## config.mk

```make
export PLATFORM = sky130hd
export DESIGN_NAME = apb_master_q
export DESIGN_NICKNAME = d
export VERILOG_FILES = /design/src/rtl/apb_master_q.sv
export SDC_FILE = /design/constraint.sdc
export NUM_CORES = 1
export LEC_CHECK = 0
export CORE_UTILIZATION = 58
export CTS_CLUSTER_SIZE = 20
export DETAILED_ROUTE_END_ITERATION = 8
export PLACE_DENSITY = 0.85
export REMOVE_ABC_BUFFERS = 1
export SYNTH_ARGS = -nofsm -noshare
export SYNTH_HDL_FRONTEND = slang
export SYNTH_SLANG_ARGS = --single-unit
```

## constraint.sdc

```tcl
create_clock -name clk -period 7.4 [get_ports clk]
set_input_delay 1.48 -clock clk [delete_from_list [all_inputs] [get_ports clk]]
set_output_delay 1.48 -clock clk [all_outputs]
set_load 0.05 [all_outputs]
```

## src/rtl/apb_master_q.sv

```systemverilog
// Queued APB4 master: command FIFO, lane alignment, strobes, response pulse.
// Define APB_TIMEOUT_EN to abandon ACCESS after TIMEOUT_CYCLES wait states.
module apb_master_q #(
  parameter int ADDR_WIDTH     = 32,
  parameter int DATA_WIDTH     = 32,
  parameter int DEPTH          = 4,
  parameter int TIMEOUT_CYCLES = 16
) (
  input  logic                    clk,
  input  logic                    rst,
  input  logic                    cmd_valid,
  output logic                    cmd_ready,
  input  logic                    cmd_wr,
  input  logic [ADDR_WIDTH-1:0]   cmd_addr,
  input  logic [1:0]              cmd_size,
  input  logic [DATA_WIDTH-1:0]   cmd_wdata,
  output logic                    rsp_valid,
  output logic [DATA_WIDTH-1:0]   rsp_rdata,
  output logic                    rsp_err,
  output logic                    rsp_timeout,
  output logic [$clog2(DEPTH):0]  fifo_level,
  output logic                    busy,
  output logic                    psel,
  output logic                    penable,
  output logic                    pwrite,
  output logic [ADDR_WIDTH-1:0]   paddr,
  output logic [DATA_WIDTH-1:0]   pwdata,
  output logic [DATA_WIDTH/8-1:0] pstrb,
  input  logic [DATA_WIDTH-1:0]   prdata,
  input  logic                    pready,
  input  logic                    pslverr
);

  localparam int STRB_WIDTH = DATA_WIDTH / 8;
  localparam int OFF_W      = $clog2(STRB_WIDTH);
  localparam int PTR_W      = $clog2(DEPTH);
  localparam int LVL_W      = PTR_W + 1;

  localparam logic [1:0] MAX_SIZE = 2'(OFF_W);

  localparam logic [1:0] IDLE   = 2'd0;
  localparam logic [1:0] SETUP  = 2'd1;
  localparam logic [1:0] ACCESS = 2'd2;

  if (DATA_WIDTH != 32 && DATA_WIDTH != 64) begin : g_bad_dw
    $error("apb_master_q: DATA_WIDTH must be 32 or 64");
  end
  if (DEPTH < 2 || (DEPTH & (DEPTH - 1)) != 0) begin : g_bad_depth
    $error("apb_master_q: DEPTH must be a power of two >= 2");
  end
  if (TIMEOUT_CYCLES < 1) begin : g_bad_to
    $error("apb_master_q: TIMEOUT_CYCLES must be >= 1");
  end

  typedef struct packed {
    logic                  wr;
    logic [ADDR_WIDTH-1:0] addr;
    logic [1:0]            size;
    logic [DATA_WIDTH-1:0] wdata;
  } cmd_t;

  cmd_t             mem [DEPTH];
  cmd_t             cmd_in;
  cmd_t             head;
  logic [PTR_W-1:0] wr_ptr;
  logic [PTR_W-1:0] rd_ptr;
  logic             empty;
  logic             full;
  logic             push;
  logic             pop;

  logic [1:0] state;
  logic [1:0] state_n;
  logic       done;
  logic       timeout_hit;

  logic [1:0]            size_c;
  logic [ADDR_WIDTH-1:0] lo_mask;
  logic [ADDR_WIDTH-1:0] addr_al;
  logic [OFF_W-1:0]      off;
  logic [3:0]            nbytes;
  logic [STRB_WIDTH-1:0] strb_base;
  logic [STRB_WIDTH-1:0] strb_al;
  logic [DATA_WIDTH-1:0] wdata_al;

  logic [OFF_W-1:0]      hold_off;
  logic [1:0]            hold_size;
  logic [6:0]            nbits;
  logic [DATA_WIDTH-1:0] dmask;
  logic [DATA_WIDTH-1:0] rdata_al;

  assign empty     = (fifo_level == '0);
  assign full      = (fifo_level == LVL_W'(DEPTH));
  assign cmd_ready = !full && !rst;
  assign push      = cmd_valid && cmd_ready;

  assign cmd_in = '{wr: cmd_wr, addr: cmd_addr,
                    size: cmd_size, wdata: cmd_wdata};

  always_ff @(posedge clk) begin
    if (push) begin
      mem[wr_ptr] <= cmd_in;
    end
  end

  always_ff @(posedge clk) begin
    if (rst) begin
      wr_ptr     <= '0;
      rd_ptr     <= '0;
      fifo_level <= '0;
    end else begin
      if (push) begin
        wr_ptr <= wr_ptr + PTR_W'(1);
      end
      if (pop) begin
        rd_ptr <= rd_ptr + PTR_W'(1);
      end
      case ({push, pop})
        2'b10:   fifo_level <= fifo_level + LVL_W'(1);
        2'b01:   fifo_level <= fifo_level - LVL_W'(1);
        default: fifo_level <= fifo_level;
      endcase
    end
  end

  // Head entry is aligned and lane-shifted before it reaches the bus regs.
  always_comb begin
    head      = mem[rd_ptr];
    size_c    = (head.size > MAX_SIZE) ? MAX_SIZE : head.size;
    lo_mask   = (ADDR_WIDTH'(1) << size_c) - ADDR_WIDTH'(1);
    addr_al   = head.addr & ~lo_mask;
    off       = addr_al[OFF_W-1:0];
    nbytes    = 4'd1 << size_c;
    strb_base = '0;
    for (int i = 0; i < STRB_WIDTH; i++) begin
      strb_base[i] = (i < int'(nbytes));
    end
    strb_al   = head.wr ? (strb_base << off) : '0;
    wdata_al  = head.wdata << {off, 3'b000};
  end

  always_comb begin
    nbits = 7'd8 << hold_size;
    dmask = '0;
    for (int i = 0; i < DATA_WIDTH; i++) begin
      dmask[i] = (i < int'(nbits));
    end
    rdata_al = (prdata >> {hold_off, 3'b000}) & dmask;
  end

`ifdef APB_TIMEOUT_EN
  localparam int CNT_W = $clog2(TIMEOUT_CYCLES + 1);

  logic [CNT_W-1:0] wait_cnt;

  always_ff @(posedge clk) begin
    if (rst) begin
      wait_cnt <= '0;
    end else if (state == SETUP) begin
      wait_cnt <= '0;
    end else if (state == ACCESS && !pready) begin
      wait_cnt <= wait_cnt + CNT_W'(1);
    end
  end

  // Limit edge: this wait cycle would bring the count to TIMEOUT_CYCLES.
  assign timeout_hit = (state == ACCESS) && !pready &&
                       (wait_cnt == CNT_W'(TIMEOUT_CYCLES - 1));
`else
  assign timeout_hit = 1'b0;
`endif

  assign done = (state == ACCESS) && (pready || timeout_hit);
  assign pop  = !empty && ((state == IDLE) || done);

  always_comb begin
    state_n = state;
    case (state)
      IDLE: begin
        if (!empty) begin
          state_n = SETUP;
        end
      end
      SETUP: begin
        state_n = ACCESS;
      end
      ACCESS: begin
        if (done) begin
          state_n = empty ? IDLE : SETUP;
        end
      end
      default: begin
        state_n = IDLE;
      end
    endcase
  end

  always_ff @(posedge clk) begin
    if (rst) begin
      state     <= IDLE;
      pwrite    <= 1'b0;
      paddr     <= '0;
      pwdata    <= '0;
      pstrb     <= '0;
      hold_off  <= '0;
      hold_size <= '0;
    end else begin
      state <= state_n;
      if (pop) begin
        pwrite    <= head.wr;
        paddr     <= addr_al;
        pwdata    <= wdata_al;
        pstrb     <= strb_al;
        hold_off  <= off;
        hold_size <= size_c;
      end else if (done) begin
        pwrite    <= 1'b0;
        paddr     <= '0;
        pwdata    <= '0;
        pstrb     <= '0;
      end
    end
  end

  assign psel    = (state != IDLE);
  assign penable = (state == ACCESS);
  assign busy    = (state != IDLE) || !empty;

  always_ff @(posedge clk) begin
    if (rst) begin
      rsp_valid   <= 1'b0;
      rsp_rdata   <= '0;
      rsp_err     <= 1'b0;
      rsp_timeout <= 1'b0;
    end else begin
      rsp_valid   <= done;
      rsp_timeout <= done && timeout_hit;
      rsp_err     <= done && (timeout_hit || pslverr);
      rsp_rdata   <= (done && !pwrite && !timeout_hit) ? rdata_al : '0;
    end
  end

endmodule

```

==> impl_metrics.ini, run 1 <==
[die]
die-area_um2 = 25500
dieHeight_um = 160
core_um2 = 24400
rows = 57
ioPinCount = 215
initial_core_util_pct = 59.2
die_w_um = 160

[global_routing]
met2_usage_pct = 43.0
track_usage_pct = 24.8
gr-usage-met3_pct = 5.61
grt_max_degree = 68
busiest_layer = met2
grt_pass1_vias = 8455
met1_usage_pct = 30.6
antenna_found_initial = 3
overflow = 0
grt_pass1_wl_um = 47700

[route]
drt_iter0_markers = 556
drc = 0
drt-total-wl_um = 30900
vias = 8019
drt-vias-per-instance = 5.82
firstDrtPassIters = 5
wl_per_cell_um = 22.4
ant_nets = 0

[synthesis]
post-synth-top-area-cell = edfxtp_1
syn_area_um2 = 14400
synth.area.top_cells = edfxtp_1 56%, dfxtp_1 16%, mux4_2 9.4%
synth_cell_types = 58
synth.avg_cell_area_um2 = 17.8
synth-main-ff-cell = edfxtp_1
synth_edf_count = 268
yosysTopAreaCellShare_pct = 55.8
synth-seq-area-share_pct = 72.1
ys_ff_latch = 386
syn_inst = 813
ys_warn_count = 0
async_flop_share_pct = 0

[sta]
timing.slew.headroom_pct = 20.1
whs_ns = 0.471
fin_crit_sh_pct = 64.4
worst_slew_pin_slew_ns = 1.20
setup_violations = 0
slew_violations = 0
hold_viol = 0
finClkSkew_ns = 0.0188
clock.fmax_mhz = 210
period_needed_ns = 4.77
setup_tns_ns = 0
rsz0062_at_grt = no

[critical_path]
end_kind = primary output
crit_arrival_ns = 3.29
cp.required_ns = 5.92
cp-start-kind = input port
reg2reg_depth = 6
reg2reg_slack_ns = 3.85
crit_fanout = 45
critical_path_class = in2out
rr_endpoint = pwdata[17]
endpoint = cmd_ready
crit_start = rst

[placed_design]
post-place-cells = 1308
globalplace.congestion = 0.831
portBuffers = 213
hpwl_um = 18400
placed_area_um2 = 16800

[pwr]
power.density_nw_per_um2 = 379
vdd_drop_max_mv = 0.255
p_leak_nw = 5.97
power_mw = 6.83

[cts]
cts_max_level = 2
cts_hold_buf = 0
clockRootBuffer = clkbuf_16
cts_resized = 0
clock_sinks = 386
clock_latency_ns = 0.52
cts_made_buffers = 38
cts_buffer_depth = 3
cts.reportedPaths.clkPinSlew_ns = 0.07
cts_tree = built
post_cts_buffers = 0

[final_layout]
layout_commonest_cell = edfxtp_1
nNetsFinal = 1134
final_cell_mix = 268 x edfxtp_1, 212 x clkdlybuf4s50_1, 116 x dfxtp_1
area_delta_synth_final_pct = 24.9
drive_gt1_share_pct = 14.5
final_area_um2 = 18000
fin_cells = 1379

[run_status]
status = completed

[flow_run]
timing.max_cap.violations = 0

[min_path]
min_path_type = reg2reg
## metal layers
| layer | wire length [um] | share of wire (%) | vias to the layer above |
|---|---|---|---|
| met2 | 15700 | 51 | 349 |
| met4 | 812 | 2.6 | 0 |
| li1 | - | - | 3642 |
| met1 | 12000 | 39 | 3963 |
| met5 | 0 | 0 | - |
| met3 | 2420 | 7.8 | 65 |
## per-stage QoR
step	worst slack, ns	util, %
after floorplan	1.73	-
after global placement	2.64	68.8
after detailed placement	2.62	68.8
after CTS	2.62	73.8
after global routing	2.53	73.9
final	2.63	73.9
## layout make-up
type / instances / area, um^2
sequential: 386 / 10400
fill: 1510 / 6370
multi-input combinational: 368 / 3740
timing repair buffer: 222 / 2190
clock buffer: 49 / 1020
tap: 324 / 405
clock inverter: 19 / 201
inverter: 8 / 30.0
antenna: 3 / 7.51
## cell usage after synthesis (8+ instances only)
cell and number:
dfxtp_1 118, buf_2 12, a22oi_1 16, mux2_2 8, nor2b_1 12, nor3_1 9
edfxtp_1 268, a221o_1 8, inv_1 8, nor2_1 72, mux2i_1 34, and2_1 11
o2bb2ai_1 8, clkbuf_1 23, a211oi_1 16, a22o_1 26, mux4_2 60, a21oi_1 15
## state kept, by name (all words and copies together), names as in the netlist, named ones only
| name | count |
|---|---|
| rsp_err | 1 |
| pwdata | 32 |
| pstrb | 4 |
| paddr | 32 |
| hold_off | 2 |
| fifo_level | 3 |
| hold_size | 2 |
| rsp_valid | 1 |
| rd_ptr | 2 |
| rsp_rdata | 32 |
| state | 2 |
| mem | 268 |
| pwrite | 1 |
| wr_ptr | 2 |
## cell families after synthesis
| kind of cell | synth area share (%) |
|---|---|
| DFF | 72.1 |
| and+or+nand+nor | 4.67 |
| muxes | 14.2 |
| AOI/OAI and AO/OA | 5.87 |
| buffers and inverters | 2.26 |
| adders and majority gates | 0.572 |
| xor gates and xnor gates | 0.303 |
| other | 0.0260 |
## worst min path at each step
stage,startpoint,to,slack (ns),cells after the start
after floorplan,hold_size[0],hold_size[0],0.43,2
after global placement,paddr[0],paddr[0],0.44,2
after detailed placement,pwdata[14],pwdata[14],0.46,1
after CTS,pwdata[13],pwdata[13],0.47,1
after global routing,pwdata[6],pwdata[6],0.49,1
final,pwdata[13],pwdata[13],0.47,1
## power breakdown
part / switching, mW / internal [mW] / leakage (nW)
Clock: 0.758 / 1.12 / 0.595
Combinational: 1.32 / 0.839 / 1.97
Sequential: 0.222 / 2.58 / 3.40
## critical path, cell delays in order
cell,delay (ns)
buf_2,0.40
a31oi_1,0.51
clkdlybuf4s50_1,0.89
(Power assumes the default switching activity.)
==> run 2, diff against run 1 <==
- CORE_UTILIZATION: 58 -> 49
- PLACE_DENSITY: 0.85 -> 0.76
- clock period: 7.4 -> 4.3 ns (I/O delays scaled with it)
==> impl_metrics.ini, run 2 (same netlist as run 1, synthesis figures left out) <==
[critical_path]
critPathTopFamily = simple AND/OR/NAND/NOR gates
cp.depth = 3
path_buf_inv = 1
cp-start-kind = flop
reg2reg_depth = 6
critPathSlowestCell = clkdlybuf4s50_1
end_kind = primary output
crit_arrival_ns = 2.40
max_stage_delay_ns = 0.71
critical_path_class = reg2out
cp.required_ns = 3.44
cp_cell_sequence = or3_1 > or2_2 > clkdlybuf4s50_1
crit_fanout = 6

[global_routing]
grt_pass1_vias = 8289
grt_max_degree = 44
track_usage_pct = 20.7
overflow = 0
grt_pass1_wl_um = 47400
antenna_found_initial = 2

[final_layout]
fin_util_pct = 63.2
nFillCells = 2058
largest_reg_flops = 268
area_delta_synth_final_pct = 26.4
nNetsFinal = 1139
drive_gt1_share_pct = 15.5
top_register = mem
layout_commonest_cell = edfxtp_1
seqCellArea_um2 = 10400
final_cell_mix = 268 x edfxtp_1, 212 x clkdlybuf4s50_1, 116 x dfxtp_1
final_area_um2 = 18200
multiInputGateArea_um2 = 3750

[pwr]
power_mw = 11.9
vdd_drop_max_mv = 0.444
p_leak_nw = 6.03
power.density_nw_per_um2 = 653

[sta]
worst_slew_pin_slew_ns = 1.15
period_needed_ns = 3.26
fin_crit_sh_pct = 75.8
slew_violations = 0
finClkSkew_ns = 0.0160
clock.fmax_mhz = 307
hold_viol = 0
timing.slew.headroom_pct = 23.6
setup_violations = 0
rsz0062_at_grt = no

[placed_design]
portBuffers = 213
hpwl_um = 19000
placed_area_um2 = 16900
globalplace.congestion = 0.832

[die]
rows = 62
ioPinCount = 215
dieHeight_um = 174
die-area_um2 = 30100
core_um2 = 28900
initial_core_util_pct = 50.0
die_w_um = 174

[route]
drt-total-wl_um = 31300
wl_per_cell_um = 21.6
firstDrtPassIters = 4
vias = 7998
drt_iter0_markers = 442
ant_nets = 0
drt-vias-per-instance = 5.54
drc = 0

[cts]
clock_latency_ns = 0.52
clock_sinks = 386
cts_buffer_depth = 3
post_cts_buffers = 0
cts.reportedPaths.clkPinSlew_ns = 0.06
cts_max_level = 2
cts_made_buffers = 40
cts_resized = 0
cts_tree = built
clockRootBuffer = clkbuf_16
cts_hold_buf = 0

[min_path]
whs_path_depth = 2
min_path_type = reg2reg

[flow_run]
timing.max_cap.violations = 0

[run_status]
status = completed
==> run 2: cell count changes in the layout (fill, tap and decap cells not counted), moves of 2 or more <==
cell / change
clkbuf_8: +4
clkinv_1: -5
diode_2: -2
buf_12: +4
clkbuf_16: +2
clkinv_2: +3
==> run 2: final cells by class <==
cell class	instances	share of cell area, %
Clock inverter	16	0.912
Sequential cell	386	57.1
Multi-Input combinational cell	368	20.5
Timing Repair Buffer	225	12.4
Clock buffer	56	6.21
Antenna cell	1	0.0137
Tap cell	384	2.63
Inverter	8	0.165
==> run 2: metal layers <==
| layer | routed length (um) | part of all wire (%) | up-vias | track usage, % |
|---|---|---|---|---|
| met3 | 2580 | 8.3 | 65 | 6.03 |
| li1 | - | - | 3650 | - |
| met2 | 15500 | 50 | 309 | 35.0 |
| met4 | 760 | 2.4 | 2 | 6.65 |
| met5 | 13 | 0.042 | - | 0 |
| met1 | 12400 | 40 | 3972 | 25.6 |
==> run 2: worst reg2reg max path, cell delays in order, from the launching register on <==
cell	delay [ns]
dfxtp_4	0.73
mux4_2	0.52
nor3b_4	0.22
buf_4	0.41
mux2_1	0.40
a221oi_1	0.26
nor3_1	0.09
==> run 2: where the power goes <==
group | internal, mW | switching [mW]
registers | 4.43 | 0.347
logic | 1.45 | 2.30
clock network | 2.02 | 1.36
total | 7.90 | 4.01
==> run 2: worst paths after layout <==
path | start | slack, ns | end
setup reg to reg | flop | 1.52 | pwdata[23]
hold / removal | paddr[0] | 0.45 | paddr[0]
hold reg to reg | paddr[0] | 0.45 | paddr[0]
setup / recovery | fifo_level[2] | 1.04 | busy
==> run 2: stage by stage <==
| stage | TNS, ns | hold WS (ns) | worst slack [ns] | cells |
|---|---|---|---|---|
| after global routing | 0 | 0.476 | 0.942 | 1444 |
| after detailed placement | 0 | 0.448 | 0.971 | 1371 |
| after CTS | 0 | 0.456 | 1.00 | 1443 |
| after global placement | 0 | 0.445 | 1.01 | 1371 |
| after floorplan | -32.54 | 0.426 | -1.37 | 762 |
| final | 0 | 0.455 | 1.04 | 1444 |
==> run 3, diff against run 2 <==
- clock period: 4.3 -> 2.9 ns (I/O delays scaled with it)
==> impl_metrics.ini, run 3 (same netlist as run 1, synthesis figures left out) <==
[final_layout]
top_register = mem
largest_reg_flops = 268
fin_cells = 1462
fin_util_pct = 63.6
drive_gt1_share_pct = 16.7
layout_commonest_cell = edfxtp_1
area_delta_synth_final_pct = 27.2
final_cell_mix = 268 x edfxtp_1, 210 x clkdlybuf4s50_1, 116 x dfxtp_1
nFillCells = 2064
nNetsFinal = 1156

[cts]
cts_tree = built
cts_buffer_depth = 3
clock_latency_ns = 0.53
cts_max_level = 2
cts_hold_buf = 0
clock_sinks = 386
cts_made_buffers = 39
clockRootBuffer = clkbuf_16
cts.reportedPaths.clkPinSlew_ns = 0.06

[placed_design]
post-place-cells = 1389
post-place-ws_ns = 0.0523
globalplace.congestion = 0.831
portBuffers = 213
hpwl_um = 19300

[sta]
finClkSkew_ns = 0.0226
setup_violations = 0
slew_violations = 0
clock.fmax_mhz = 373
timing.slew.headroom_pct = 32.1
hold_viol = 0
period_needed_ns = 2.68
rsz0062_at_grt = no
fin_crit_sh_pct = 92.3
worst_slew_pin_slew_ns = 1.02
whs_ns = 0.401
setup_slack_ns = 0.222

[route]
drt-total-wl_um = 31200
ant_nets = 0
drc = 0
drt_iter0_markers = 478
firstDrtPassIters = 4
wl_per_cell_um = 21.3
vias = 8081
drt-vias-per-instance = 5.53

[pwr]
power.density_nw_per_um2 = 960
p_leak_nw = 6.11
vdd_drop_max_mv = 0.771
power_mw = 17.6

[die]
die-area_um2 = 30100
core_um2 = 28900
rows = 62
initial_core_util_pct = 50.0
ioPinCount = 215
dieHeight_um = 174
die_w_um = 174

[min_path]
whs_path_depth = 2
hold_end = wr_ptr[0]
min_path_type = in2reg
hold_start = rst

[global_routing]
antenna_found_initial = 1
track_usage_pct = 20.9
grt_pass1_wl_um = 48100
grt_max_degree = 68
grt_pass1_vias = 8343
overflow = 0

[flow_run]
timing.max_cap.violations = 0

[critical_path]
cp-start-kind = flop
rr_endpoint = pwdata[25]
crit_arrival_ns = 2.10
end_kind = primary output
reg2reg_depth = 6
cp.required_ns = 2.32
reg2reg_slack_ns = 0.45
crit_start = fifo_level[2]
crit_fanout = 6
critical_path_class = reg2out

[run_status]
status = completed
## run 3: cell types whose count changed in the layout (fill, tap and decap cells not counted), sizes merged
cell	previous run	this run
clkinv	10	13
bufinv	3	2
inv	8	9
dlygate4sd2	0	1
clkdlybuf4s50	212	210
buf	13	32
clkbuf	56	53
## run 3: per-layer routing
metal	track usage (%)	vias to the layer above	routed length, um
met5	0	-	0
met4	5.85	0	713
met3	5.57	57	2670
met2	35.4	310	15400
met1	26.7	4025	12400
li1	-	3689	-
## run 3: critical path, cell delays in order, from the launching register on
cell and delay, ns:
dfxtp_1 0.35, or3_1 0.48, or2_2 0.32, dlygate4sd2_1 0.43
## run 3: worst max-delay path by stage
stage / endpoint / slack, ns / cells after the start
2_1_floorplan: pwdata[17] / -2.77 / 5
3_3_place_gp: fifo_level[2] / 0.09 / 10
3_5_place_dp: fifo_level[2] / 0.05 / 10
4_1_cts: busy / 0.19 / 3
5_1_grt: busy / 0.17 / 3
6_report: busy / 0.22 / 3
## run 3: timing repair
action | CTS | global route
resized for setup | 1 | 0
setup endpoints to repair | 1 | 0
setup buffers | 0 | 0
## run 3: metrics by stage
stage	TNS [ns]	instance area [um^2]
4_1_cts	0	18400
6_report	0	18400
3_3_place_gp	0	17100
2_1_floorplan	-433.03	14100
3_5_place_dp	0	17100
5_1_grt	0	18400
## run 3: area by class of cell
| class | count | area, um^2 | area share (%) |
|---|---|---|---|
| diodes | 1 | 2.50 | 0.0136 |
| clock buffers | 53 | 1090 | 5.94 |
| clock inverters | 19 | 166 | 0.906 |
| inverters | 8 | 30.0 | 0.164 |
| multi-input cells | 368 | 3750 | 20.4 |
| flip-flops and latches | 386 | 10400 | 56.7 |
| well taps | 384 | 480 | 2.62 |
| repair buffers | 243 | 2420 | 13.2 |
## run 3: report_power, final
group          switching, mW  internal, mW
Combinational           3.55          2.23
Clock                   2.04          2.83
Sequential             0.400          6.57
